--- config.mk ---
export PLATFORM = sky130hd
export DESIGN_NAME = muldiv_sequencer_flat
export DESIGN_NICKNAME = d
export VERILOG_FILES = /design/src/rtl/muldiv_sequencer_pkg.sv /design/src/rtl/muldiv_sequencer_if.sv /design/src/rtl/muldiv_sequencer_iter.sv /design/src/rtl/muldiv_sequencer.sv /design/src/flat_wrapper.sv
export SDC_FILE = /design/constraint.sdc
export NUM_CORES = 1
export LEC_CHECK = 0
export ABC_AREA = 1
export BUFFER_PORTS_ARGS = -buffer_cell sky130_fd_sc_hd__buf_4
export CAP_MARGIN = 20
export CORE_MARGIN = 5
export CORE_UTILIZATION = 61
export CTS_CLUSTER_SIZE = 25
export DETAILED_ROUTE_END_ITERATION = 8
export PLACE_DENSITY = 0.86
export SETUP_SLACK_MARGIN = 0.15
export SLEW_MARGIN = 20
export SYNTH_ARGS = -nofsm -noshare
export SYNTH_HDL_FRONTEND = slang
export SYNTH_SLANG_ARGS = --single-unit
--- constraint.sdc ---
create_clock -name clk -period 2.8 [get_ports clk]
set_input_delay 0.28 -clock clk [delete_from_list [all_inputs] [get_ports clk]]
set_output_delay 0.28 -clock clk [all_outputs]
set_load 0.03 [all_outputs]
--- src/rtl/muldiv_sequencer_pkg.sv ---
// Shared lc3b types for the EX-stage multiply/divide sequencer.
package muldiv_sequencer_pkg;

  typedef logic [15:0] lc3b_word;

  typedef enum logic [1:0] {
    MD_MUL  = 2'd0,
    MD_DIVU = 2'd1,
    MD_REMU = 2'd2
  } lc3b_muldiv_op;

endpackage

--- src/rtl/muldiv_sequencer_if.sv ---
// Pipeline <-> mul/div sequencer handshake; master is the pipeline, slave the sequencer.
interface muldiv_sequencer_if #(
  parameter int WIDTH = 16
);
  import muldiv_sequencer_pkg::*;

  logic              start;
  lc3b_muldiv_op     op;
  logic [WIDTH-1:0]  a;
  logic [WIDTH-1:0]  b;
  logic              pipe_stalled;
  logic              stall_req;
  logic              busy;
  logic [WIDTH-1:0]  result;
  logic              result_valid;
  logic              div_zero;

  modport master (
    output start, op, a, b, pipe_stalled,
    input  stall_req, busy, result, result_valid, div_zero
  );

  modport slave (
    input  start, op, a, b, pipe_stalled,
    output stall_req, busy, result, result_valid, div_zero
  );

endinterface

--- src/rtl/muldiv_sequencer_iter.sv ---
// Iterative shift-add multiply / restoring divide datapath, one step per i_step.
module muldiv_iter_dp
  import muldiv_sequencer_pkg::*;
#(
  parameter int WIDTH = 16
) (
  input  logic              clk,
  input  logic              rst_n,
  input  logic              i_load,
  input  logic              i_step,
  input  lc3b_muldiv_op     i_op,
  input  logic [WIDTH-1:0]  i_a,
  input  logic [WIDTH-1:0]  i_b,
  output logic [WIDTH-1:0]  o_next_result
);

  // r_acc: product or partial remainder; r_opnd: multiplicand or divisor;
  // r_shift: multiplier or dividend/quotient shift register.
  logic [WIDTH-1:0] r_acc;
  logic [WIDTH-1:0] r_opnd;
  logic [WIDTH-1:0] r_shift;
  lc3b_muldiv_op    r_op;

  logic [WIDTH:0]   w_trial;
  logic [WIDTH-1:0] w_acc_nx;
  logic [WIDTH-1:0] w_opnd_nx;
  logic [WIDTH-1:0] w_shift_nx;

  always_comb begin
    w_trial    = {r_acc, r_shift[WIDTH-1]} - {1'b0, r_opnd};
    w_acc_nx   = r_acc;
    w_opnd_nx  = r_opnd;
    w_shift_nx = r_shift;
    if (r_op == MD_MUL) begin
      if (r_shift[0]) w_acc_nx = r_acc + r_opnd;
      w_opnd_nx  = r_opnd << 1;
      w_shift_nx = r_shift >> 1;
    end else if (w_trial[WIDTH]) begin
      w_acc_nx   = {r_acc[WIDTH-2:0], r_shift[WIDTH-1]};
      w_shift_nx = {r_shift[WIDTH-2:0], 1'b0};
    end else begin
      w_acc_nx   = w_trial[WIDTH-1:0];
      w_shift_nx = {r_shift[WIDTH-2:0], 1'b1};
    end
  end

  always_comb begin
    o_next_result = w_acc_nx;
    if (r_op == MD_DIVU) o_next_result = w_shift_nx;
  end

  always_ff @(posedge clk or negedge rst_n) begin
    if (!rst_n) begin
      r_acc   <= '0;
      r_opnd  <= '0;
      r_shift <= '0;
      r_op    <= MD_MUL;
    end else if (i_load) begin
      r_acc   <= '0;
      r_op    <= i_op;
      r_opnd  <= (i_op == MD_MUL) ? i_a : i_b;
      r_shift <= (i_op == MD_MUL) ? i_b : i_a;
    end else if (i_step) begin
      r_acc   <= w_acc_nx;
      r_opnd  <= w_opnd_nx;
      r_shift <= w_shift_nx;
    end
  end

endmodule

--- src/rtl/muldiv_sequencer.sv ---
// EX-stage mul/div sequencer: FSM + step counter around muldiv_iter_dp.
// Optional MULDIV_DZ_FAST_EN: divide-by-zero skips iteration and flags div_zero.
module muldiv_sequencer
  import muldiv_sequencer_pkg::*;
#(
  parameter int WIDTH = 16
) (
  input  logic                  clk,
  input  logic                  rst_n,
  muldiv_sequencer_if.slave     bus
);

  localparam int ITERS = WIDTH;
  localparam int CNT_W = $clog2(WIDTH);

  localparam logic [1:0] IDLE = 2'd0;
  localparam logic [1:0] RUN  = 2'd1;
  localparam logic [1:0] DONE = 2'd2;

  logic [1:0]       r_state;
  logic [CNT_W-1:0] r_count;
  logic [WIDTH-1:0] r_result;

  logic             w_load;
  logic             w_step;
  logic             w_last;
  logic [WIDTH-1:0] w_dp_result;

  assign w_load = (r_state == IDLE) && bus.start;
  assign w_step = (r_state == RUN);
  assign w_last = w_step && (r_count == CNT_W'(ITERS - 1));

  muldiv_iter_dp #(.WIDTH(WIDTH)) u_dp (
    .clk           (clk),
    .rst_n         (rst_n),
    .i_load        (w_load),
    .i_step        (w_step),
    .i_op          (bus.op),
    .i_a           (bus.a),
    .i_b           (bus.b),
    .o_next_result (w_dp_result)
  );

`ifdef MULDIV_DZ_FAST_EN
  logic w_fast;
  logic r_dz;
  assign w_fast = w_load && (bus.op != MD_MUL) && (bus.b == '0);

  always_ff @(posedge clk or negedge rst_n) begin
    if (!rst_n)      r_dz <= 1'b0;
    else if (w_load) r_dz <= w_fast;
  end

  assign bus.div_zero = r_dz && (r_state == DONE);
`else
  assign bus.div_zero = 1'b0;
`endif

  always_ff @(posedge clk or negedge rst_n) begin
    if (!rst_n) begin
      r_state  <= IDLE;
      r_count  <= '0;
      r_result <= '0;
    end else begin
      case (r_state)
        IDLE: if (bus.start) begin
`ifdef MULDIV_DZ_FAST_EN
          if (w_fast) begin
            r_state  <= DONE;
            r_result <= (bus.op == MD_DIVU) ? '1 : bus.a;
          end else
`endif
          begin
            r_state <= RUN;
            r_count <= '0;
          end
        end
        RUN: begin
          r_count <= r_count + CNT_W'(1);
          if (w_last) begin
            r_result <= w_dp_result;
            r_state  <= DONE;
          end
        end
        DONE: if (!bus.pipe_stalled) r_state <= IDLE;
        default: r_state <= IDLE;
      endcase
    end
  end

  // stall_req follows start combinationally in IDLE so EX is held the same cycle
  assign bus.stall_req    = rst_n && (w_load || (r_state == RUN));
  assign bus.busy         = (r_state != IDLE);
  assign bus.result_valid = (r_state == DONE);
  assign bus.result       = r_result;

endmodule
--- src/flat_wrapper.sv ---
// flat-port wrapper written by rule: the top's interface ports become plain ports
module muldiv_sequencer_flat import muldiv_sequencer_pkg::*;
#(
  parameter int WIDTH = 16
)
  (clk, rst_n, bus_start, bus_op, bus_a, bus_b, bus_pipe_stalled, bus_stall_req, bus_busy, bus_result, bus_result_valid, bus_div_zero);
  muldiv_sequencer_if #(.WIDTH(WIDTH)) bus_i ();
  input  logic clk;
  input  logic rst_n;
  input wire logic [$bits(bus_i.start)-1:0] bus_start;
  input wire logic [$bits(bus_i.op)-1:0] bus_op;
  input wire logic [$bits(bus_i.a)-1:0] bus_a;
  input wire logic [$bits(bus_i.b)-1:0] bus_b;
  input wire logic [$bits(bus_i.pipe_stalled)-1:0] bus_pipe_stalled;
  output wire logic [$bits(bus_i.stall_req)-1:0] bus_stall_req;
  output wire logic [$bits(bus_i.busy)-1:0] bus_busy;
  output wire logic [$bits(bus_i.result)-1:0] bus_result;
  output wire logic [$bits(bus_i.result_valid)-1:0] bus_result_valid;
  output wire logic [$bits(bus_i.div_zero)-1:0] bus_div_zero;
  assign bus_i.start = bus_start;
  assign bus_i.op = bus_op;
  assign bus_i.a = bus_a;
  assign bus_i.b = bus_b;
  assign bus_i.pipe_stalled = bus_pipe_stalled;
  assign bus_stall_req = bus_i.stall_req;
  assign bus_busy = bus_i.busy;
  assign bus_result = bus_i.result;
  assign bus_result_valid = bus_i.result_valid;
  assign bus_div_zero = bus_i.div_zero;
  muldiv_sequencer #(.WIDTH(WIDTH)) u_core (.clk(clk), .rst_n(rst_n), .bus(bus_i));
endmodule
## Word-level counts from Yosys, hierarchy flattened

Cells that the tools add are included.

- $add $sub $neg: 3
- Equality and inequality tests: 7
- Multiplexer cells: 21
- Reductions and logical operators: 15

Operator list:

| kind | count |
|---|---|
| 2-to-1 mux 16 bit | 14 |
| subtractor 17 x 16 -> 17 bit | 1 |
| adder 16 bit | 1 |
| case mux 4 bit (2 select lines) | 1 |
| nonzero test 2 bit | 4 |
| logical NOT 2 bit | 3 |
| 2-to-1 mux 2 bit | 3 |
| inequality test 2 bit (second input constant) | 3 |
| case mux 2 bit (3 select lines) | 1 |
| AND reduction 2 bit | 3 |
| adder 4 x 1 -> 4 bit (second input constant) | 1 |
| == test 2 x 1 -> 1 bit (second input constant) | 2 |
| == test 4 bit (second input constant) | 1 |
| 2-to-1 mux 4 bit | 1 |
| logical AND 1 bit | 3 |
| AND reduction 3 bit | 1 |
| == test 2 bit (second input constant) | 1 |
| logical OR 1 bit | 1 |
| 2-to-1 mux 1 bit | 1 |

- Bits of input ports: 38
- Bits in registers: 72
- Word-level logic and storage cells: 53

## Logic depth before layout (Yosys ltp)

- Depth after elaboration: 5
- Mapped depth: 19
- Mapped depth without buffers: 18

## Hierarchy

From an unflattened synthesis, not the netlist that was laid out.

- Cell total of the unflattened synthesis: 965
- Area total of the unflattened synthesis: 6,174.7 um^2

Modules (own cells, without submodules):

| module | sequential area each (um^2) | instances | area each (um^2) | cells an instance |
|---|---|---|---|---|
| muldiv_iter_dp | 1,251.2 | 1 | 5,222.5 | 857 |
| muldiv_sequencer | 550.5 | 1 | 952.2 | 108 |

## Worst setup path before layout

Ideal clock, no wire load.

- Path type: reg-to-reg
- Start point: reg u_core.u_dp.r_opnd[0]
- End point: reg u_core.r_result[4], in the netlist u_core.bus.result[4]
- Stages on the path, launching flop included: 18
- Setup slack: 0.647 ns
- Data arrival time: 2.036 ns
- Required time: 2.683 ns
- Path buffers: 1
- Clock period less this slack: 2.153 ns
- Cell sequence: dfrtp_1 ha_1 fa_1 inv_1 nand2_1 nand2_1 nand3_1 nand2_2 nand2_2 nand2_2 nand2_2 nand2_4 buf_6 nand3_1 nand3_1 nand2_1 nand2_1 nand2_1

- Longest elaborated chain between the ends: 4

RTL lines:

| element | line | RTL |
|---|---|---|
| from (decl) | muldiv_sequencer_iter.sv:20 | `logic [WIDTH-1:0] r_opnd;` |
| from (signal assigned) | muldiv_sequencer_iter.sv:61 | `r_opnd <= (i_op == MD_MUL) ? i_a : i_b;` |
| from (signal assigned) | muldiv_sequencer_iter.sv:65 | `r_opnd <= w_opnd_nx;` |
| subtractor 17 x 16 -> 17 bit / adder 16 bit (equally long branches) | muldiv_sequencer_iter.sv:30, muldiv_sequencer_iter.sv:35 |  |
| 2-to-1 mux 16 bit, on equally long branches | muldiv_sequencer_iter.sv:38, muldiv_sequencer_iter.sv:35 |  |
| 2-to-1 mux 16 bit * | muldiv_sequencer_iter.sv:34 | `if (r_op == MD_MUL) begin` |
| 2-to-1 mux 16 bit * | muldiv_sequencer_iter.sv:49 | `if (r_op == MD_DIVU) o_next_result = w_shift_nx;` |
| to (signal assigned) | muldiv_sequencer.sv:81 | `r_result <= w_dp_result;` |
| to (decl) | muldiv_sequencer.sv:22 | `logic [WIDTH-1:0] r_result;` |

Every way passes the cells marked *; elsewhere a longest branch is shown, timed or not.
A chain may end at the register's enable or synchronous reset.

## Final worst setup path

- Start point: reg u_core.r_state[0]
- End point: reg u_core.u_dp.r_opnd[9]

- Longest elaborated chain between the ends: 4

RTL lines:

| element | line | RTL |
|---|---|---|
| from (decl) | muldiv_sequencer.sv:20 | `logic [1:0] r_state;` |
| from (signal assigned) | muldiv_sequencer.sv:61 | `r_state <= IDLE;` |
| from (signal assigned) | muldiv_sequencer.sv:74 | `r_state <= RUN;` |
| from (signal assigned) | muldiv_sequencer.sv:82 | `r_state <= DONE;` |
| logical NOT 2 bit | muldiv_sequencer.sv:29 | `assign w_load = (r_state == IDLE) && bus.start;` |
| logical AND 1 bit | muldiv_sequencer.sv:29 |  |
| nonzero test 2 bit (no line) | n/a |  |
| AND reduction 2 bit (no line) | n/a |  |

Several ways; a longest one is shown, not always the timed one.

==> flow_summary.toml <==
[run_status]
outcome = "finished clean"

[final_layout]
finalNetCount = 1081
multiInputGateArea_mm2 = 0.003602
layout-area-overhead-vs-synth_pct = 12.51
fillers = 860
final_cells = 1146
n_antenna_cell = 0
drive_above_1_share_pct = 11.35
seq_area_mm2 = 0.001802
post-route-util_pct = 70.14

[critical_path]
rrSetupSlack_ns = 0.37
slowest_delay_ns = 0.73
crit_buf_inv = 2
worst_path_max_delay_cell = "a21oi_2"
critPathTopFamily = "compound AO/OA/AOI/OAI gates"
start_kind = "flop"
path_class = "flop to flop"
cp.required_ns = 3.02
arrival_ns = 2.66
cp-end-kind = "flop"
crit_chain = "nor2_1 > nand2_2 > inv_2 > a21oi_2 > inv_1 > o21ai_0 > o22ai_1"
critPathMaxFanout = 21

[global_routing]
grt_first_pass_wirelength_um = 29930
track_usage_pct = 32.04
grt_overflow_total = 0
grt_pass1_vias = 6081
grt_max_degree = 58
antenna_found_initial = 0

[timing]
setup_viol = 0
skew_ns = 0.01097
period_share_pct = 86.80
slew_headroom_pct = 38.81
final.min_clock_period_ns = 2.430
hold_violations = 0
drv_slew = 0
tightest_slew_ns = 0.9179
setup_tns_ns = 0
rsz0062_at_grt = "no"
max_freq_mhz = 411.4

[cts]
clk_pin_slew_worst_paths_ns = 0.08
cts_hold_buf = 1
clock_latency_ns = 0.36
cts_tree = "yes"
cts_root_buf = "clkbuf_8"
post_cts_buffers = 0
htreeDepth = 3
numCtsBuffers = 9
cts.path.max_buffers = 2
clock-sinks = 72
cts_resized = 0

[floorplanning]
core_area_mm2 = 0.009774
fp.dieW_um = 109.9
rows = 36
die_area_mm2 = 0.01209
pin_count = 58
die-height_um = 109.9
initial_core_util_pct = 62.34

[routing]
num_vias = 6513
wl_um = 18460
antenna_left = 0
drtIter0Drc = 747
drtPass1Iterations = 6
wire_per_inst_um = 16.11
drc = 0
via_per_inst = 5.683

[placed_design]
io_buffer_count = 56
place_congestion = 0.9661
hpwlAfterDp_um = 13980
dp.cells = 1130

[synth]
syn-instance-count = 965
async_reset_ff_share_pct = 100.0
yosysUniqueCellTypes = 42
synth_area_mm2 = 0.006093
avgSynthCellArea_um2 = 6.314
ys_ff_latch = 72
yosys_most_used_dff = "dfrtp_1"
synth_warnings = 0
ys_seq_area_share_pct = 29.57
synth_edf_count = 0
syn_nets = 1037

[worst_hold_path]
hold_class = "input pin to flop"

[flow_run]
drv_cap = 0
==> kinds of logic after synthesis <==
logic type / synth area share, %
simple gates: 31.21
flops: 29.57
other cells: 0.06154
buf+inv: 11.31
mux: 0.1643
xor+xnor: 1.725
fa+ha+maj: 7.228
compound gates: 18.73
==> layer usage <==
metal | vias to the layer above | GRT usage (%) | part of all wire (%)
met4 | 0 | 14.51 | 4.5
met1 | 2950 | 41.85 | 42
met3 | 59 | 4.345 | 7.2
li1 | 3184 | - | -
met2 | 320 | 52.69 | 47
met5 | - | 0 | 0
==> state kept, by name (all words and copies together), names as in the netlist <==
name	flops
u_core.r_count	4
u_core.r_state	2
u_core.bus.result	16
u_core.u_dp.r_opnd	16
u_core.u_dp.r_op	2
u_core.u_dp.r_shift	16
u_core.u_dp.r_acc	16
==> path summary, 6_finish.rpt <==
check,end,from,cells past startpoint
max,u_core.u_dp.r_opnd[9]$_DFFE_PN0P_,u_core.r_state[0]$_DFFE_PN0P_,7
min,u_core.r_state[1]$_DFFE_PN0P_,bus_pipe_stalled,3
max reg2reg,u_core.u_dp.r_opnd[9]$_DFFE_PN0P_,u_core.r_state[0]$_DFFE_PN0P_,7
min reg2reg,u_core.bus.result[13]$_DFFE_PN0P_,u_core.bus.result[13]$_DFFE_PN0P_,2
max in group asynchronous,u_core.u_dp.r_acc[8]$_DFFE_PN0N_,rst_n,3
min in group asynchronous,u_core.u_dp.r_opnd[7]$_DFFE_PN0P_,rst_n,2
==> tightest hold or removal path, stage by stage <==
cell	delay (ns)
buf_4	0.08
nand2_1	0.04
nand2_1	0.05
==> layout by cell type, fill, tap and decap left out, types with 18 or more instances in the layout <==
master,instances
a21oi_1,90
buf_4,68
dfrtp_1,72
ha_1,32
inv_1,130
nand2_1,324
nand3_1,51
nor2_1,44
o21ai_0,83
o21ai_1,18
==> metrics by stage <==
step | hold WS [ns] | setup slack, ns | cell area (um^2)
3_3_place_gp | 0.1546 | 0.4814 | 6603
2_1_floorplan | -0.01559 | 0.6474 | 6093
5_1_grt | 0.1296 | 0.2044 | 6855
3_5_place_dp | 0.1530 | 0.4292 | 6603
4_1_cts | 0.1261 | 0.3927 | 6855
6_report | 0.1240 | 0.3695 | 6855
==> layout make-up <==
cell class | count | share of cell area (%)
clock buffers | 10 | 2.008
clock inverters | 5 | 1.533
inverters | 139 | 7.611
multi-input cells | 718 | 52.55
flip-flops and latches | 72 | 26.28
well taps | 133 | 2.427
repair buffers | 69 | 7.593
==> synth_stat cells (5+ instances only) <==
library cell / n / area share, %
ha_1: 32 / 6.6
buf_2: 5 / 0.41
clkbuf_1: 23 / 1.4
nand3_2: 7 / 1.1
o22ai_1: 6 / 0.62
a21oi_1: 90 / 7.4
dfrtp_1: 72 / 30
inv_2: 6 / 0.37
nand3_1: 51 / 4.2
xor2_1: 6 / 0.86
nand2_1: 324 / 20
xnor2_1: 6 / 0.86
o21ai_0: 83 / 6.8
nand2_2: 9 / 0.92
nand4_1: 5 / 0.51
o21ai_1: 18 / 1.5
inv_1: 130 / 8.0
nor2_1: 44 / 2.7
a22oi_1: 5 / 0.62
o211ai_1: 5 / 0.62
Power is left out: the tool's default activity adds up to more than one toggle a clock period on the data nets, which glitch-free logic cannot reach.
